$ cat config.mk
export PLATFORM = sky130hd
export DESIGN_NAME = regfile_writeback
export DESIGN_NICKNAME = d
export VERILOG_FILES = /design/src/rtl/regfile_writeback.sv
export SDC_FILE = /design/constraint.sdc
export NUM_CORES = 1
export LEC_CHECK = 0
export ABC_AREA = 0
export CELL_PAD_IN_SITES_DETAIL_PLACEMENT = 0
export CELL_PAD_IN_SITES_GLOBAL_PLACEMENT = 1
export CORE_MARGIN = 1.5
export CORE_UTILIZATION = 53
export DETAILED_ROUTE_END_ITERATION = 16
export PLACE_DENSITY = 0.9
export SYNTH_ARGS = -nofsm -noshare
export SYNTH_HDL_FRONTEND = slang
export SYNTH_SLANG_ARGS = --single-unit
$ cat constraint.sdc
create_clock -name clk -period 5.8 [get_ports clk]
set_input_delay 0.87 -clock clk [delete_from_list [all_inputs] [get_ports clk]]
set_output_delay 0.87 -clock clk [all_outputs]
set_load 0.01 [all_outputs]
$ cat src/rtl/regfile_writeback.sv
`default_nettype none
// ============================================================================
// Module  : regfile_writeback
// Brief   : Two-source (ALU / load) write-back collector with per-source FIFOs,
//           round-robin arbitration and a pending-write hazard mask.
// Revision: 1.0  initial release
// ============================================================================
module regfile_writeback #(
  parameter int DEPTH  = 4,
  parameter int DATA_W = 32,
  parameter int ADDR_W = 4
) (
  input  logic              clk,
  input  logic              rst,
  input  logic              alu_valid,
  output logic              alu_ready,
  input  logic [ADDR_W-1:0] alu_rd,
  input  logic [DATA_W-1:0] alu_data,
  input  logic              mem_valid,
  output logic              mem_ready,
  input  logic [ADDR_W-1:0] mem_rd,
  input  logic [DATA_W-1:0] mem_data,
  output logic              wb_write,
  output logic [ADDR_W-1:0] wb_rd,
  output logic [DATA_W-1:0] wb_data,
  output logic [15:0]       busy_mask
);

  localparam int             c_PW   = $clog2(DEPTH);
  localparam logic [c_PW:0]  c_ONE  = (c_PW+1)'(1);
  localparam logic [c_PW:0]  c_FULL = (c_PW+1)'(DEPTH);

  // Source index 0 is the ALU, 1 is the load unit.
  logic [1:0]             w_in_valid;
  logic [1:0][ADDR_W-1:0] w_in_rd;
  logic [1:0][DATA_W-1:0] w_in_data;
  logic [1:0]             w_ready;
  logic [1:0]             w_push;
  logic [1:0]             w_full;
  logic [1:0]             w_nempty;
  logic [1:0]             w_grant;
  logic [1:0][ADDR_W-1:0] w_head_rd;
  logic [1:0][DATA_W-1:0] w_head_data;
  logic [1:0][15:0]       w_src_mask;
  logic                   r_last_mem;

  assign w_in_valid = {mem_valid, alu_valid};
  assign w_in_rd    = {mem_rd, alu_rd};
  assign w_in_data  = {mem_data, alu_data};
  assign w_ready    = {rst && !w_full[1], rst && !w_full[0]};
  assign w_push     = w_in_valid & w_ready;
  assign alu_ready  = w_ready[0];
  assign mem_ready  = w_ready[1];

  for (genvar s = 0; s < 2; s++) begin : g_src
    logic [ADDR_W-1:0] r_rd   [DEPTH];
    logic [DATA_W-1:0] r_data [DEPTH];
    logic [c_PW-1:0]   r_wp;
    logic [c_PW-1:0]   r_rp;
    logic [c_PW:0]     r_cnt;
    logic [c_PW-1:0]   w_off;
    logic [15:0]       w_m;

    always_ff @(posedge clk) begin
      if (w_push[s]) begin
        r_rd[r_wp]   <= w_in_rd[s];
        r_data[r_wp] <= w_in_data[s];
      end
    end

    always_ff @(posedge clk or negedge rst) begin
      if (!rst) begin
        r_wp  <= '0;
        r_rp  <= '0;
        r_cnt <= '0;
      end else begin
        if (w_push[s])  r_wp <= r_wp + 1'b1;
        if (w_grant[s]) r_rp <= r_rp + 1'b1;
        if (w_push[s] && !w_grant[s])      r_cnt <= r_cnt + c_ONE;
        else if (!w_push[s] && w_grant[s]) r_cnt <= r_cnt - c_ONE;
      end
    end

    // An entry is occupied when its distance from the head is below the count.
    always_comb begin
      w_m   = '0;
      w_off = '0;
      for (int i = 0; i < DEPTH; i++) begin
        w_off = c_PW'(i) - r_rp;
        if ({1'b0, w_off} < r_cnt) w_m = w_m | (16'd1 << r_rd[i]);
      end
    end

    assign w_full[s]      = (r_cnt == c_FULL);
    assign w_nempty[s]    = (r_cnt != '0);
    assign w_head_rd[s]   = r_rd[r_rp];
    assign w_head_data[s] = r_data[r_rp];
    assign w_src_mask[s]  = w_m;
  end

  assign w_grant[0] = w_nempty[0] && (!w_nempty[1] || r_last_mem);
  assign w_grant[1] = w_nempty[1] && !w_grant[0];

  always_ff @(posedge clk or negedge rst) begin
    if (!rst) begin
      wb_write   <= 1'b0;
      wb_rd      <= '0;
      wb_data    <= '0;
      r_last_mem <= 1'b1;
    end else if (|w_grant) begin
      wb_write   <= 1'b1;
      wb_rd      <= w_grant[0] ? w_head_rd[0]   : w_head_rd[1];
      wb_data    <= w_grant[0] ? w_head_data[0] : w_head_data[1];
      r_last_mem <= w_grant[1];
    end else begin
      wb_write   <= 1'b0;
    end
  end

  assign busy_mask = w_src_mask[0] | w_src_mask[1] |
                     (wb_write ? (16'd1 << wb_rd) : 16'd0);

endmodule
`default_nettype wire

# --- After elaboration in Yosys (flattened, before gate mapping) ---
# Memories as Yosys holds them, arrays and structs flattened.
# Index checks and enable logic that the tools add are counted.
totals:
  reg_bits: 52
  ramBits: 288
  inputBits: 76
  out_inout_bits: 55
  elab_cells: 99
  memories: 4
op_classes:
  n_addsub: 16
  order_cmp: 8
  n_eq_ne: 2
  n_shift: 9
  muxes: 20
  bitwise: 9
  reduce_logical: 21
mem_list:
  columns: ["name", "words", "word_bits", "rd", "rd_ports_with_merged_regs", "write_ports", "line", "text"]
  rows:
  - ["g_src[0].r_data", 4, 32, 1, 0, 1, "57", "logic [DATA_W-1:0] r_data [DEPTH];"]
  - ["g_src[1].r_data", 4, 32, 1, 0, 1, "57", null]
  - ["g_src[0].r_rd", 4, 4, 5, 0, 1, "56", "logic [ADDR_W-1:0] r_rd [DEPTH];"]
  - ["g_src[1].r_rd", 4, 4, 5, 0, 1, "56", null]
ops:
  columns: ["op", "count"]
  rows:
  - ["$mux W16", 9]
  - ["$shl A1 B4 Y16 const A", 9]
  - ["$or A16 B16 Y16", 8]
  - ["$mux W32", 1]
  - ["$lt A2 B3 Y1", 8]
  - ["$mux W3", 4]
  - ["$add A2 B1 Y2 const B", 4]
  - ["$logic_and A1 B1 Y1", 8]
  - ["$sub A1 B2 Y2 const A", 4]
  - ["$sub A2 B2 Y2 const A", 4]
  - ["$logic_not A1 Y1", 7]
  - ["$add A3 B1 Y3 const B", 2]
  - ["$eq A3 B3 Y1 const B", 2]
  - ["$reduce_bool A3 Y1", 2]
  - ["$sub A3 B1 Y3 const B", 2]
  - ["$mux W1", 5]
  - ["$mux W4", 1]
  - ["$reduce_bool A2 Y1", 2]
  - ["$and A2 B2 Y2", 1]
  - ["$reduce_or A2 Y1", 1]
  - ["$logic_or A1 B1 Y1", 1]

# --- Depth between registers and ports, before layout ---
# Gate-level depths: netlist of the first run.
depth:
  ltp_word: 11
  depth_mapped: 12
  ltp_nobuf: 9

# --- Worst setup path before layout of the first run ---
# No wires, ideal clock.
synth_timing:
  kind: "reg2out"
  startpoint: "register g_src[0].r_rp[1]"
  endpoint: "output busy_mask[0]"
  arrival_ps: 2225
  t_required_ps: 4930
  path_slack_ps: 2705
  stages_incl_launch_ff: 10
  path_buffers: 2
  path_cell_list: "dfrtp_1 -> buf_2 -> buf_2 -> inv_1 -> ha_1 -> a21o_1 -> a21oi_1 -> nor3_1 -> a2111oi_0 -> nand3_1"
synth_via:
  elab_chain_len: 11
  word_cells_on_any_way: 17
  cone_classes: "add/sub (4); order compare (4); mux (4); bitwise (5)"
synth_rtl:
  columns: ["element", "line", "text"]
  rows:
  - ["from (decl)", "59", "logic [c_PW-1:0] r_rp;"]
  - ["from (signal assigned)", "78", "if (w_grant[s]) r_rp <= r_rp + 1'b1;"]
  - ["$sub A1 B2 Y2", "89", "w_off = c_PW'(i) - r_rp;"]
  - ["$lt A2 B3 Y1", "90", "if ({1'b0, w_off} < r_cnt) w_m = w_m | (16'd1 << r_rd[i]);"]
  - ["$mux W16", "90", null]
  - ["$or A16 B16 Y16", "90", null]
  - ["$mux W16", "90", null]
  - ["$or A16 B16 Y16", "90", null]
  - ["$mux W16", "90", null]
  - ["$or A16 B16 Y16", "90", null]
  - ["$mux W16 *", "90", null]
  - ["$or A16 B16 Y16 * (2 in a row)", "120", "assign busy_mask = w_src_mask[0] | w_src_mask[1] |"]
  - ["to (decl)", "26", "output logic [15:0] busy_mask"]
# Mark *: on every way between the ends. The rest lies on a longest branch, timed or not.

# --- Worst setup path in the final report of the first run ---
layout_timing:
  startpoint: "register g_src[0].r_rp[1]"
  endpoint: "output busy_mask[7]"
# Same word-level chain as after synthesis.

==> qor.yml, run 1 <==
outcome: "complete, no violations"
drcViolationCount: 0
irDropWorstVdd_v: 0.000325
cp_data_required_time_ps: 4930
syn_nets: 1042
track_usage_pct: 27.2
rows: 61
synth_top_area_share_pct: 57.9
dp_hpwl_um: 25400
dieArea_mm2: 0.0292
postCtsSetupBuffers: 0
core-area_mm2: 0.0278
io_pins: 131
cp-start-kind: "flip-flop"
h-tree-depth: 2
port-buffer-count: 130
hold_buffers: 0
drv_cap: 0
fin_crit_sh_pct: 80.9
power_report.internal_total_uw: 5900
clock_latency_ps: 520
cp_max_fo: 37
drtIter0Drc: 739
arrival_ps: 3820
nets: 1166
syn_avg_cell_area_um2: 15.8
netlist.top_cell.by_area: "edfxtp_1"
setup_violations: 0
diodes: 0
cts_tree: "yes"
overflow: 0
synthDistinctLibCells: 62
cts_buffers: 34
synthTopCellsByArea: "edfxtp_1 58%, mux4_2 11%, dfrtp_1 8.5%"
drv_slew: 0
fillers: 1980
routed_wl_um: 38300
async_flop_share_pct: 15.3
antenna_found_initial: 2
vias: 9136
rr_endpoint: "g_src[0].r_cnt[2]$_DFFE_PN0P_"
cellLeakagePower_uw: 0.00592
worst_setup_path_end_kind: "output pin"
tightest_slew_ps: 1100
netlist_instances: 946
use_met2_pct: 47.2
power_frac_comb_pct: 38.3
rr_startpoint: "g_src[0].r_cnt[2]$_DFFE_PN0P_"
hold_viol: 0
grt_setup_unrepaired: "false"
seq_area_frac_synth_pct: 66.6
final_util_pct: 63.4
syn_area_mm2: 0.0149
die_y_um: 171
first_global_vias: 9250
clockBufferDepth: 3
startpoint: "g_src[0].r_rp[1]$_DFFE_PN0N_"
synth_edf_count: 288
dr.pass1.iters: 5
met1_usage_pct: 34.2
clockPowerShare_pct: 23.6
gp_congestion: 0.999
p_seq_share_pct: 38.2
vias_per_cell: 6.20
ff2ff_path_depth: 8
grt_use_met3_pct: 4.74
skew_ps: 26.5
ant_nets: 0
grt_max_degree: 50
clk_pin_slew_ps: 60
start_util_pct: 53.8
wire_per_inst_um: 26.0
holdWs_ps: 212
fmax_mhz: 213
fin_setup_tns_ps: 0
ys_ff_latch: 340
die_x_um: 171
slew-limit-headroom_pct: 26.6
r2r_setup_slack_ps: 2810
synthFlopType: "edfxtp_1"
period_needed_ps: 4690
syn_to_final_growth_pct: 17.9
yosys_warnings: 0
crit_path_end: "busy_mask[7]"
grt-busiest-layer: "met2"
drive_above_1_share_pct: 16.3
clock_sinks: 340
power.density_mw_per_mm2: 515
grt_pass1_wl_um: 57600
root_buffer: "clkbuf_16"
cts.repair.resized: 0
power_switching_uw: 3170
critPathKind: "flip-flop to output pin"
switching_share_pct: 34.9
hp-class: "primary input to asynchronous set/reset pin"
[cells in the mapped netlist, types with 5 or more instances]
| cell type | instances |
|---|---|
| buf_6 | 10 |
| o21ai_1 | 35 |
| or3_1 | 5 |
| a211oi_1 | 8 |
| xor2_1 | 5 |
| buf_2 | 13 |
| edfxtp_1 | 288 |
| nor3_1 | 22 |
| ha_1 | 18 |
| inv_1 | 27 |
| nor2b_1 | 9 |
| and3_1 | 9 |
| or3b_2 | 7 |
| mux2i_1 | 5 |
| nor2_1 | 39 |
| nand2_1 | 31 |
| xnor2_1 | 9 |
| nand2b_1 | 20 |
| a22oi_1 | 32 |
| nor4_1 | 16 |
| nand3_1 | 19 |
| mux4_2 | 72 |
| clkbuf_1 | 28 |
| dfrtp_1 | 51 |
| nand3b_1 | 9 |
| o211ai_2 | 6 |
| o22ai_1 | 22 |
| a21oi_1 | 35 |
| and2_1 | 31 |
[sequential cells by signal (all words and copies together) (netlist names)]
name / flops
r_last_mem: 1
g_src.r_data: 256
g_src.r_rp: 4
g_src.r_rd: 32
g_src.r_wp: 4
wb_data: 32
wb_write: 1
g_src.r_cnt: 6
wb_rd: 4
[per-stage QoR]
step	setup slack, ps	std cells	power, uW	instance area [um2]
4_1_cts	1160	1474	9120	17600
3_3_place_gp	1660	1412	6890	16500
2_1_floorplan	2710	946	5720	14900
6_report	1110	1474	9070	17600
5_1_grt	848	1474	9510	17600
3_5_place_dp	1700	1412	6960	16500
[power groups by stage]
stage | clock (uW) | combinational, uW | sequential, uW
global route | 2260 | 3750 | 3500
CTS | 2160 | 3500 | 3450
detailed placement | 0 | 3470 | 3490
global placement | 0 | 3410 | 3480
floorplan | 0 | 2370 | 3350
finish | 2140 | 3470 | 3460
[metal layers]
layer  up-vias  part of all wire (%)
met5         -                 0.065
met4         4                   3.7
met3        82                   7.6
met2       429                    51
met1      4608                    37
li1       4013                     -
[cells by family (layout without fill, tap and decap cells)]
logic type	Yosys count	count (layout)	synth area share [%]
buf+inv	81	231	2.70
simple gates	235	235	8.67
xor+xnor	14	14	0.821
compound gates	177	177	8.11
mux	79	79	11.3
fa+ha+maj	20	20	1.77
flops	340	340	66.6
[cells in the final DEF, fill, tap and decap left out, types with 20 or more instances in the layout]
| cell type | n |
|---|---|
| clkbuf_16 | 34 |
| edfxtp_1 | 288 |
| o21ai_1 | 35 |
| nor3_1 | 21 |
| a22oi_1 | 32 |
| mux4_2 | 72 |
| and2_1 | 31 |
| dfrtp_1 | 48 |
| clkdlybuf4s50_1 | 129 |
| nand2b_1 | 20 |
| o22ai_1 | 22 |
| nor2_1 | 39 |
| a21oi_1 | 35 |
| nand2_1 | 31 |
| inv_1 | 27 |
[final cells by class]
type                    count  area (um2)  share of cell area [%]
flip-flops and latches    340        9950                    56.5
multi-input cells         525        4600                    26.1
repair buffers            142        1390                    7.87
clock buffers              41         907                    5.15
well taps                 378         473                    2.69
clock inverters            21         191                    1.09
inverters                  27         101                   0.575
[worst min path at each step]
| stage | start | end | slack, ps | depth (start not counted) |
|---|---|---|---|---|
| floorplan | wb_data[14]$_DFFE_PN0P_ | wb_data[14]$_DFFE_PN0P_ | 520 | 2 |
| global placement | wb_data[29]$_DFFE_PN0P_ | wb_data[29]$_DFFE_PN0P_ | 470 | 2 |
| detailed placement | wb_data[29]$_DFFE_PN0P_ | wb_data[29]$_DFFE_PN0P_ | 480 | 2 |
| CTS | rst | g_src[1].r_cnt[2]$_DFFE_PN0P_ | 200 | 1 |
| global route | rst | g_src[1].r_cnt[2]$_DFFE_PN0P_ | 200 | 1 |
| finish | rst | g_src[1].r_cnt[2]$_DFFE_PN0P_ | 210 | 1 |
[worst max-delay path, stage by stage (launching register included)]
cell and delay (ps):
dfrtp_1 370, buf_4 480, xnor2_1 170, ha_1 300, nand2b_1 90, o211ai_2 430, nor2_1 90, a2111oi_0 720
nand3_1 140, clkdlybuf4s50_1 510
(Power assumes the default switching activity.)
==> run 2: changes to the inputs <==
--- a/config.mk
+++ b/config.mk
@@ -9,9 +9,9 @@
 export CELL_PAD_IN_SITES_DETAIL_PLACEMENT = 0
 export CELL_PAD_IN_SITES_GLOBAL_PLACEMENT = 1
 export CORE_MARGIN = 1.5
-export CORE_UTILIZATION = 53
+export CORE_UTILIZATION = 49
 export DETAILED_ROUTE_END_ITERATION = 16
-export PLACE_DENSITY = 0.9
+export PLACE_DENSITY = 0.85
 export SYNTH_ARGS = -nofsm -noshare
 export SYNTH_HDL_FRONTEND = slang
 export SYNTH_SLANG_ARGS = --single-unit
==> constraint.sdc (replaced) <==
create_clock -name clk -period 4.55 [get_ports clk]
set_input_delay 0.6825 -clock clk [delete_from_list [all_inputs] [get_ports clk]]
set_output_delay 0.6825 -clock clk [all_outputs]
set_load 0.01 [all_outputs]
==> run 2 against run 1 <==
  * Clock power rose by 25%
  * Die area up 8.0%
  * Non-clock buffer count is 1 lower
  * Total power grew 27%
  * Largest power group is now sequential cells
  * Register-to-register slack got worse by 1000 ps
  * Clock-buffer cell count grew 8
  * Final area about the same
==> qor.yml, run 2 (synthesized netlist as in run 1, its figures left out) <==
outcome: "complete, no violations"
clockBufferDepth: 3
start_util_pct: 50.2
largest_reg_flops: 256
fin_crit_sh_pct: 93.3
antenna_found_initial: 2
final_cell_count_no_fill: 1486
tightest_slew_ps: 1040
wire_per_inst_um: 26.3
hold_viol: 0
first_global_vias: 9293
vias_per_cell: 6.10
io_pins: 131
rows: 63
power.density_mw_per_mm2: 656
ant_nets: 0
dp_hpwl_um: 26400
h-tree-depth: 2
drtIter0Drc: 795
top_register: "g_src.r_data"
fillers: 2258
irDropWorstVdd_v: 0.000438
worst_setup_path_end_kind: "output pin"
overflow: 0
postCtsSetupBuffers: 0
critPathKind: "flip-flop to output pin"
root_buffer: "clkbuf_16"
cts_tree: "yes"
routed_wl_um: 39100
final_cell_mix: "288 x edfxtp_1, 129 x clkdlybuf4s50_1, 72 x mux4_2, 48 x dfrtp_1, 39 x nor2_1"
cellLeakagePower_uw: 0.00589
setup_violations: 0
die_x_um: 178
die_y_um: 178
fmax_mhz: 236
clock_latency_ps: 520
clock_sinks: 340
multi_input_area_mm2: 0.00461
dieArea_mm2: 0.0316
reg_top3: "g_src.r_data (256), g_src.r_rd (32), wb_data (32)"
track_usage_pct: 25.3
drive_above_1_share_pct: 15.8
rr_startpoint: "g_src[1].r_cnt[0]$_DFFE_PN0P_"
hp-class: "primary input to asynchronous set/reset pin"
place_inst: 1423
port-buffer-count: 130
grt_pass1_wl_um: 58200
seqCellArea_mm2: 0.00995
grt_max_degree: 38
arrival_ps: 3560
syn_to_final_growth_pct: 17.8
vias: 9069
cts_buffers: 34
period_needed_ps: 4240
slew-limit-headroom_pct: 30.6
hold_buffers: 0
cp_max_fo: 8
layout_commonest_cell: "edfxtp_1"
cp-start-kind: "flip-flop"
skew_ps: 22.8
core-area_mm2: 0.0298
nets: 1165
dr.pass1.iters: 7
drv_cap: 0
cts.repair.resized: 0
clk_pin_slew_ps: 60
startpoint: "g_src[0].r_rp[0]$_DFFE_PN0N_"
cp_data_required_time_ps: 3870
drv_slew: 0
drcViolationCount: 0
grt_setup_unrepaired: "false"
gp_congestion: 0.967
fin_setup_tns_ps: 0
run 2: cell types whose count changed in the layout (fill, tap and decap cells not counted), moves of 2 or more:
cell	change
inv_6	-4
and3_2	+4
clkinv_4	-2
clkbuf_1	+7
and3_1	-4
clkinv_2	-3
clkinv_1	+2
run 2: layout make-up:
cell class,count,area share [%]
antenna,1,0.0142
clock buffer,49,5.45
clock inverter,13,0.626
inverter,27,0.576
multi-input combinational,525,26.2
sequential,340,56.6
tap,390,2.77
timing repair buffer,141,7.83
run 2: metal layers:
metal	global-route usage, %	part of all wire, %	vias up
met2	43.3	51	361
met3	5.46	6.7	93
met4	10.6	4.0	2
met5	0	0.044	-
met1	31.3	39	4613
li1	-	-	4000
run 2: power by group:
part	switching (uW)	internal [uW]
sequential	495	3950
combinational	2400	2020
clock	1140	1530
run 2: path summary, 6_finish.rpt:
| kind | cells past startpoint | to | slack [ps] |
|---|---|---|---|
| max | 9 | busy_mask[0] | 310 |
| min | 2 | g_src[1].r_wp[1]$_DFFE_PN0P_ | 330 |
| max reg2reg | 9 | g_src[1].r_cnt[2]$_DFFE_PN0P_ | 1810 |
| min reg2reg | 2 | wb_data[23]$_DFFE_PN0P_ | 510 |
| max in group asynchronous | 2 | g_src[0].r_rp[0]$_DFFE_PN0N_ | 3870 |
| min in group clk | 2 | wb_data[23]$_DFFE_PN0P_ | 510 |
run 2: per-stage QoR:
stage | hold WS [ps] | utilization (%) | instance area, um2 | power (uW) | setup slack, ps
6_report | 334 | 59.1 | 17600 | 11500 | 307
2_1_floorplan | 387 | - | 14900 | 7290 | 1640
3_5_place_dp | 503 | 55.5 | 16500 | 8920 | 971
4_1_cts | 336 | 59.1 | 17600 | 11600 | 423
5_1_grt | 324 | 59.1 | 17600 | 12100 | 287
3_3_place_gp | 491 | 55.5 | 16500 | 8870 | 921
run 2: critical path: stages (launching register included):
cell and delay, ps:
dfrtp_2 460, xnor2_1 220, inv_1 60, ha_1 270, nand2b_1 90, o211ai_2 430
nor4_1 90, a2111oi_0 720, nand3_1 190, clkdlybuf4s50_1 530
